## config.mk

```make
export PLATFORM = sky130hd
export DESIGN_NAME = alu_pipe
export DESIGN_NICKNAME = d
export VERILOG_FILES = /design/src/rtl/alu_pipe.sv
export SDC_FILE = /design/constraint.sdc
export NUM_CORES = 1
export LEC_CHECK = 0
export BUFFER_PORTS_ARGS = -buffer_cell sky130_fd_sc_hd__buf_2
export CAP_MARGIN = 10
export CORE_UTILIZATION = 45
export DETAILED_ROUTE_END_ITERATION = 12
export PLACE_DENSITY = 0.8
export SYNTH_ARGS = -nofsm -noshare
export SYNTH_HDL_FRONTEND = slang
export SYNTH_SLANG_ARGS = --single-unit
```

## constraint.sdc

```tcl
create_clock -name clock -period 5.8 [get_ports clock]
set_input_delay 0.58 -clock clock [delete_from_list [all_inputs] [get_ports clock]]
set_output_delay 0.58 -clock clock [all_outputs]
set_load 0.005 [all_outputs]
```

## src/rtl/alu_pipe.sv

```systemverilog
// Registered W-bit ALU with NZCV flags, internal accumulator and a single
// valid/ready output stage that can absorb consumer backpressure.
module alu_pipe #(
    parameter int             W        = 4,
    parameter logic [W-1:0]   ACC_INIT = '0
) (
    input  logic          clock,
    input  logic          reset,
    input  logic          in_valid,
    output logic          in_ready,
    input  logic [2:0]    in_op,
    input  logic [W-1:0]  in_a,
    input  logic [W-1:0]  in_b,
    input  logic          in_use_acc,
    input  logic          in_acc_we,
    output logic          out_valid,
    input  logic          out_ready,
    output logic [W-1:0]  out_result,
    output logic          out_n,
    output logic          out_z,
    output logic          out_c,
    output logic          out_v,
    output logic [W-1:0]  acc
);

    localparam logic [2:0] OP_ADD   = 3'd0;
    localparam logic [2:0] OP_SUB   = 3'd1;
    localparam logic [2:0] OP_AND   = 3'd2;
    localparam logic [2:0] OP_OR    = 3'd3;
    localparam logic [2:0] OP_XOR   = 3'd4;
    localparam logic [2:0] OP_SHL   = 3'd5;
    localparam logic [2:0] OP_SHR   = 3'd6;
    localparam logic [2:0] OP_PASSB = 3'd7;

    logic          out_valid_reg;
    logic [W-1:0]  result_reg;
    logic          n_reg, z_reg, c_reg, v_reg;
    logic [W-1:0]  acc_reg;

    logic          accept;
    logic [W-1:0]  op_a;
    logic [W:0]    sum_add;
    logic [W:0]    sum_sub;
    logic [W-1:0]  result_next;
    logic          c_next;
    logic          v_next;

    assign in_ready = !out_valid_reg || out_ready;
    assign accept   = in_valid && in_ready;

    // Accumulator is read before this edge's write-back, so chained ops see the previous result.
    assign op_a = in_use_acc ? acc_reg : in_a;

    assign sum_add = {1'b0, op_a} + {1'b0, in_b};
    assign sum_sub = {1'b0, op_a} + {1'b0, ~in_b} + {{W{1'b0}}, 1'b1};

    always_comb begin
        result_next = '0;
        c_next      = 1'b0;
        v_next      = 1'b0;
        case (in_op)
            OP_ADD: begin
                result_next = sum_add[W-1:0];
                c_next      = sum_add[W];
                v_next      = (op_a[W-1] == in_b[W-1]) && (sum_add[W-1] != op_a[W-1]);
            end
            OP_SUB: begin
                result_next = sum_sub[W-1:0];
                c_next      = sum_sub[W];
                v_next      = (op_a[W-1] != in_b[W-1]) && (sum_sub[W-1] != op_a[W-1]);
            end
            OP_AND:  result_next = op_a & in_b;
            OP_OR:   result_next = op_a | in_b;
            OP_XOR:  result_next = op_a ^ in_b;
            OP_SHL: begin
                result_next = {op_a[W-2:0], 1'b0};
                c_next      = op_a[W-1];
            end
            OP_SHR: begin
                result_next = {1'b0, op_a[W-1:1]};
                c_next      = op_a[0];
            end
            OP_PASSB: result_next = in_b;
            default:  result_next = '0;
        endcase
    end

    always_ff @(posedge clock) begin
        if (reset) begin
            out_valid_reg <= 1'b0;
            result_reg    <= '0;
            n_reg         <= 1'b0;
            z_reg         <= 1'b0;
            c_reg         <= 1'b0;
            v_reg         <= 1'b0;
            acc_reg       <= ACC_INIT;
        end else if (accept) begin
            out_valid_reg <= 1'b1;
            result_reg    <= result_next;
            n_reg         <= result_next[W-1];
            z_reg         <= (result_next == '0);
            c_reg         <= c_next;
            v_reg         <= v_next;
            if (in_acc_we)
                acc_reg <= result_next;
        end else if (out_ready) begin
            out_valid_reg <= 1'b0;
        end
    end

    assign out_valid  = out_valid_reg;
    assign out_result = result_reg;
    assign out_n      = n_reg;
    assign out_z      = z_reg;
    assign out_c      = c_reg;
    assign out_v      = v_reg;
    assign acc        = acc_reg;

endmodule

```

==> flow_metrics.env, run 1 <==
export IMPL_power_switching_mw=0.0880
export IMPL_finalCritPeriodShare_pct=47.3
export IMPL_crit_type="input port to flip-flop"
export IMPL_synth_fa_ha_area_share_pct=17.0
export IMPL_drc=0
export IMPL_intPower_mw=0.170
export IMPL_finalMaxSlewViolations=0
export IMPL_combinationalPowerShare_pct=38.2
export IMPL_worstHoldPathCells=2
export IMPL_ff2ff_setup_slack_ps=3250
export IMPL_nets=204
export IMPL_synth_edff_count=0
export IMPL_drive_gt1_share_pct=24.6
export IMPL_antennaDiodeCount=0
export IMPL_clk_pin_slew_ps=80
export IMPL_timing_critical_path_buf_inv=2
export IMPL_via_per_inst=5.73
export IMPL_hold_worst_slack_ps=505
export IMPL_cp_required_ps=5970
export IMPL_finClkSkew_ps=6.03
export IMPL_worstRegToRegCells=9
export IMPL_p_per_area_nw_per_um2=189
export IMPL_clockPowerShare_pct=26.0
export IMPL_dieArea_um2=2870
export IMPL_post_dp_hpwl_um=2170
export IMPL_die_y_um=53.5
export IMPL_layoutNonFillerInstCount=201
export IMPL_cp_end_kind="flip-flop"
export IMPL_drtAntennaViolNets=0
export IMPL_fmax_ghz=0.364
export IMPL_leakage_nw=0.657
export IMPL_cts_repair_resized=0
export IMPL_rows=18
export IMPL_cts_sinks=12
export IMPL_ys_flop_type="dfxtp_1"
export IMPL_tightest_slew_ps=647
export IMPL_place_ws_ps=2780
export IMPL_vias=1151
export IMPL_syn_num_nets=180
export IMPL_crit_arrival_ps=2920
export IMPL_synth_seq_area_share_pct=20.1
export IMPL_startpoint="in_use_acc"
export IMPL_hold_path_class="flip-flop to flip-flop"
export IMPL_grt_pass1_wl_um=4360
export IMPL_synth_xor_xnor_area_share_pct=2.20
export IMPL_cpPeakStageDelay_ps=460
export IMPL_worstSkewPairLatency_ps=270
export IMPL_io_pins=31
export IMPL_ys_types=44
export IMPL_status="finished clean"
export IMPL_synth_seq_cells=12
export IMPL_avgSynthCellArea_um2=8.07
export IMPL_maxCapViolations=0
export IMPL_tns_ps=0
export IMPL_fill_cells=237
export IMPL_core_area_um2=2500
export IMPL_critPathMaxFanout=4
export IMPL_seqCellArea_um2=240
export IMPL_syn_instance_count=148
export IMPL_ctsHoldBuffers=0
export IMPL_slowest_stage="a2111oi_0"
export IMPL_initialDrtViolationCount=34
export IMPL_synthSimpleGateAreaFrac_pct=19.3
export IMPL_cts_max_path_buffers=2
export IMPL_min_period_ps=2740
export IMPL_cts_tree="built"
export IMPL_grt_overflow=0
export IMPL_antenna_found_initial=0
export IMPL_muxShareOfSynthArea_pct=8.27
export IMPL_cpLargestDelayFamily="compound AO/OA/AOI/OAI gates"
export IMPL_cts_buffers=3
export IMPL_mostFrequentLayoutCells="buf_2 (30), nor2_1 (17), inv_1 (14), ha_1 (13), dfxtp_1 (12)"
export IMPL_crit_cells=10
export IMPL_syn_to_final_growth_pct=14.6
export IMPL_seq_power_share_pct=35.7
export IMPL_grt_usage_pct=20.4
export IMPL_finalPower_mw=0.258
export IMPL_maxSlewHeadroom_pct=56.9
export IMPL_async_flop_share_pct=0
export IMPL_dr_pass1_iters=4
export IMPL_synth_area_um2=1190
export IMPL_dpl_cell_count=197
export IMPL_cts_setup_buffers=0
export IMPL_setup_violations=0
export IMPL_final_util_pct=54.8
export IMPL_multi_input_area_um2=848
export IMPL_switching_share_pct=34.1
export IMPL_fin_area_um2=1370
export IMPL_start_util_pct=47.8
export IMPL_finalWirelength_um=2770
export IMPL_grt_max_degree=27
export IMPL_place_area_um2=1330
export IMPL_synth_compound_area_share_pct=24.3
export IMPL_timing_rr_start="acc[0]$_SDFFE_PP0P_"
export IMPL_worstPathCellList="buf_2 -> mux2i_1 -> inv_1 -> ha_1 -> fa_1 -> nand2_1 -> nor3_1 -> a2111oi_0 -> a22oi_2 -> a41o_1"
export IMPL_avgRoutedWirePerCell_um=13.8
export IMPL_finalHoldViolations=0
export IMPL_peakVddDrop_uv=216
export IMPL_layout_commonest_cell="buf_2"
export IMPL_ys_warn_count=0
export IMPL_die_w_um=53.5
export IMPL_timing_final_ws_setup_ps=3060
export IMPL_synth_top_family_by_area="compound AO/OA/AOI/OAI gates"
export IMPL_cts_max_level=1
export IMPL_place_congestion=0.881
export IMPL_grt_pass1_vias=1004
export IMPL_portBuffers=30
export IMPL_hold_start="out_result[1]$_SDFFE_PP0P_"
export IMPL_critPathLaunchType="input port"
export IMPL_rsz0062_at_grt="no"
export IMPL_root_buffer="clkbuf_4"
layer usage:
| layer | GRT usage (%) | vias to the layer above | routed length (um) |
|---|---|---|---|
| li1 | - | 568 | - |
| met1 | 25.7 | 545 | 1180 |
| met2 | 37.1 | 36 | 1420 |
| met3 | 4.52 | 2 | 155 |
| met4 | 0.877 | 0 | 10 |
| met5 | 0 | - | 0 |
worst register-to-register path, cell delays in order, from the launching register on:
cell and delay (ps):
dfxtp_1 320, mux2i_1 350, inv_1 120, ha_1 250
fa_1 420, nand2_1 80, nor3_1 40, a2111oi_0 460
a22oi_2 150, a41o_1 260
Yosys cell counts, drive strengths merged (2+ instances only):
| library cell | n | area (um2) |
|---|---|---|
| a211oi | 10 | 75.1 |
| xnor2 | 3 | 26.3 |
| dfxtp | 12 | 240 |
| mux2 | 2 | 22.5 |
| buf | 6 | 31.3 |
| and3 | 2 | 12.5 |
| nor2 | 17 | 63.8 |
| nand2b | 6 | 37.5 |
| o2111ai | 2 | 17.5 |
| a21oi | 6 | 30.0 |
| fa | 2 | 40.0 |
| a32oi | 2 | 17.5 |
| o21bai | 3 | 22.5 |
| nand2 | 7 | 26.3 |
| inv | 15 | 56.3 |
| clkbuf | 5 | 18.8 |
| ha | 13 | 163 |
| nor3 | 2 | 10.0 |
| nor2b | 2 | 12.5 |
| o21ai | 3 | 15.0 |
| nand3b | 4 | 30.0 |
| o211ai | 2 | 15.0 |
| mux2i | 5 | 53.8 |
final timing paths:
path | to
min reg2reg | out_result[1]$_SDFFE_PP0P_
max reg2reg | out_z$_SDFFE_PP0P_
min | out_result[1]$_SDFFE_PP0P_
max | out_z$_SDFFE_PP0P_
cells by family after synthesis:
family / after synthesis
buffers and inverters: 26
flip-flops: 12
AND/OR/NAND/NOR: 45
multiplexers: 8
adder cells (fa/ha/maj): 15
AO/OA/AOI/OAI: 39
XOR/XNOR: 3
power by group through the flow:
stage | Combinational, mW | Clock, mW | Sequential [mW]
2_1_floorplan | 0.0707 | 0 | 0.0944
3_3_place_gp | 0.0942 | 0 | 0.0938
3_5_place_dp | 0.0978 | 0 | 0.0942
4_1_cts | 0.0984 | 0.0679 | 0.0923
5_1_grt | 0.111 | 0.0701 | 0.0932
6_report | 0.0987 | 0.0672 | 0.0923
area by class of cell:
cell class | count | share of cell area (%)
repair buffers | 30 | 11.0
clock buffers | 4 | 2.65
well taps | 30 | 2.74
multi-input cells | 110 | 62.0
flip-flops and latches | 12 | 17.6
inverters | 15 | 4.11
(Power assumes the default switching activity.)
==> run 2, diff against run 1 <==
--- a/config.mk
+++ b/config.mk
@@ -9,7 +9,7 @@
 export CAP_MARGIN = 10
 export CORE_UTILIZATION = 45
 export DETAILED_ROUTE_END_ITERATION = 12
-export PLACE_DENSITY = 0.8
+export PLACE_DENSITY = 0.82
 export SYNTH_ARGS = -nofsm -noshare
 export SYNTH_HDL_FRONTEND = slang
 export SYNTH_SLANG_ARGS = --single-unit
==> constraint.sdc (replaced) <==
create_clock -name clock -period 2.5 [get_ports clock]
set_input_delay 0.25 -clock clock [delete_from_list [all_inputs] [get_ports clock]]
set_output_delay 0.25 -clock clock [all_outputs]
set_load 0.005 [all_outputs]
==> flow_metrics.env, run 2 (same netlist as run 1, synthesis figures left out) <==
export IMPL_status="finished clean"
export IMPL_finalMaxSlewViolations=0
export IMPL_grt_usage_pct=21.0
export IMPL_grt_overflow=0
export IMPL_worstSkewPairLatency_ps=280
export IMPL_cp_required_ps=2630
export IMPL_via_per_inst=5.61
export IMPL_cts_max_level=1
export IMPL_cts_sinks=12
export IMPL_root_buffer="clkbuf_4"
export IMPL_portBuffers=30
export IMPL_cts_repair_resized=0
export IMPL_finalPower_mw=0.583
export IMPL_finClkSkew_ps=5.50
export IMPL_io_pins=31
export IMPL_crit_type="flip-flop to flip-flop"
export IMPL_worstPathCellList="mux2_2 -> inv_1 -> ha_1 -> a21o_1 -> a21oi_2 -> mux2_2 -> a32oi_2 -> a211oi_1"
export IMPL_tightest_slew_ps=642
export IMPL_cts_tree="built"
export IMPL_maxCapViolations=0
export IMPL_finalHoldViolations=0
export IMPL_antennaDiodeCount=0
export IMPL_hold_path_class="input port to flip-flop"
export IMPL_place_ws_ps=-164
export IMPL_grt_pass1_wl_um=4340
export IMPL_fill_cells=254
export IMPL_cpPeakStageDelay_ps=360
export IMPL_core_area_um2=2500
export IMPL_syn_to_final_growth_pct=17.5
export IMPL_ctsHoldBuffers=0
export IMPL_tns_ps=0
export IMPL_cts_buffers=3
export IMPL_dr_pass1_iters=4
export IMPL_leakage_nw=0.674
export IMPL_fmax_ghz=0.424
export IMPL_worstRegToRegCells=8
export IMPL_drive_gt1_share_pct=27.4
export IMPL_critPathLaunchType="flip-flop"
export IMPL_avgRoutedWirePerCell_um=13.9
export IMPL_dieArea_um2=2870
export IMPL_cp_end_kind="flip-flop"
export IMPL_drtAntennaViolNets=0
export IMPL_setup_violations=0
export IMPL_finalCritPeriodShare_pct=94.3
export IMPL_layoutNonFillerInstCount=205
export IMPL_layout_commonest_cell="buf_2"
export IMPL_grt_pass1_vias=991
export IMPL_crit_arrival_ps=2490
export IMPL_place_congestion=0.875
export IMPL_die_w_um=53.5
export IMPL_slowest_stage="mux2_2"
export IMPL_die_y_um=53.5
export IMPL_initialDrtViolationCount=19
export IMPL_critPathMaxFanout=6
export IMPL_p_per_area_nw_per_um2=415
export IMPL_finalWirelength_um=2850
export IMPL_clk_pin_slew_ps=70
export IMPL_grt_max_degree=27
export IMPL_start_util_pct=47.8
export IMPL_path_common_cell="mux2_2"
export IMPL_fin_area_um2=1400
export IMPL_timing_final_ws_setup_ps=142
export IMPL_cts_setup_buffers=0
export IMPL_nets=209
export IMPL_rsz0062_at_grt="no"
export IMPL_dpl_cell_count=202
export IMPL_drc=0
export IMPL_post_dp_hpwl_um=2280
export IMPL_maxSlewHeadroom_pct=57.2
export IMPL_peakVddDrop_uv=426
export IMPL_worstHoldPathCells=3
export IMPL_rows=18
export IMPL_mostFrequentLayoutCells="buf_2 (30), nor2_1 (17), inv_1 (14), ha_1 (13), dfxtp_1 (12)"
export IMPL_vias=1151
export IMPL_min_period_ps=2360
export IMPL_antenna_found_initial=0
export IMPL_cts_max_path_buffers=2
export IMPL_place_area_um2=1370
run 2: cell count changes in the layout (fill, tap and decap cells not counted):
cell and change:
buf_4 +5, a21oi_1 -1, a21oi_2 +1, a32oi_1 -1, a32oi_2 +1, clkbuf_8 -1
run 2: final cells by class:
type / count / area, um2 / area share [%]
timing repair buffer: 35 / 188 / 13.4
multi-input combinational: 110 / 860 / 61.2
inverter: 15 / 56.3 / 4.01
tap: 30 / 37.5 / 2.67
clock buffer: 3 / 22.5 / 1.60
sequential: 12 / 240 / 17.1
run 2: stage by stage:
| stage | hold slack, ps | utilization [%] |
|---|---|---|
| 2_1_floorplan | 367 | - |
| 3_3_place_gp | 469 | 54.8 |
| 3_5_place_dp | 476 | 54.8 |
| 4_1_cts | 209 | 55.7 |
| 5_1_grt | 219 | 56.2 |
| 6_report | 211 | 56.2 |
run 2: final timing paths:
path,start,endpoint,slack [ps]
hold / removal,in_valid,out_valid$_SDFFE_PP0P_,210
setup / recovery,acc[1]$_SDFFE_PP0P_,out_result[3]$_SDFFE_PP0P_,140
setup reg to reg,acc[1]$_SDFFE_PP0P_,out_result[3]$_SDFFE_PP0P_,140
hold reg to reg,out_v$_SDFFE_PP0P_,out_v$_SDFFE_PP0P_,480
run 2: power by group:
group	switching, mW	internal, mW	leakage (nW)
clock network	0.0656	0.0560	0.0138
logic	0.135	0.113	0.562
registers	0.00820	0.205	0.0989
run 2: critical path, delay by kind of cell, from the launching register on:
| kind | cells | cell delay, ps |
|---|---|---|
| compound gates | 4 | 780 |
| buf+inv | 1 | 150 |
| fa+ha+maj | 1 | 270 |
| mux | 2 | 700 |
| flops | 1 | 320 |
run 2: per-layer routing:
layer	routed length, um	GRT usage [%]
met1	1220	25.9
met5	0	0
met2	1480	37.5
met3	106	4.24
met4	35	3.95
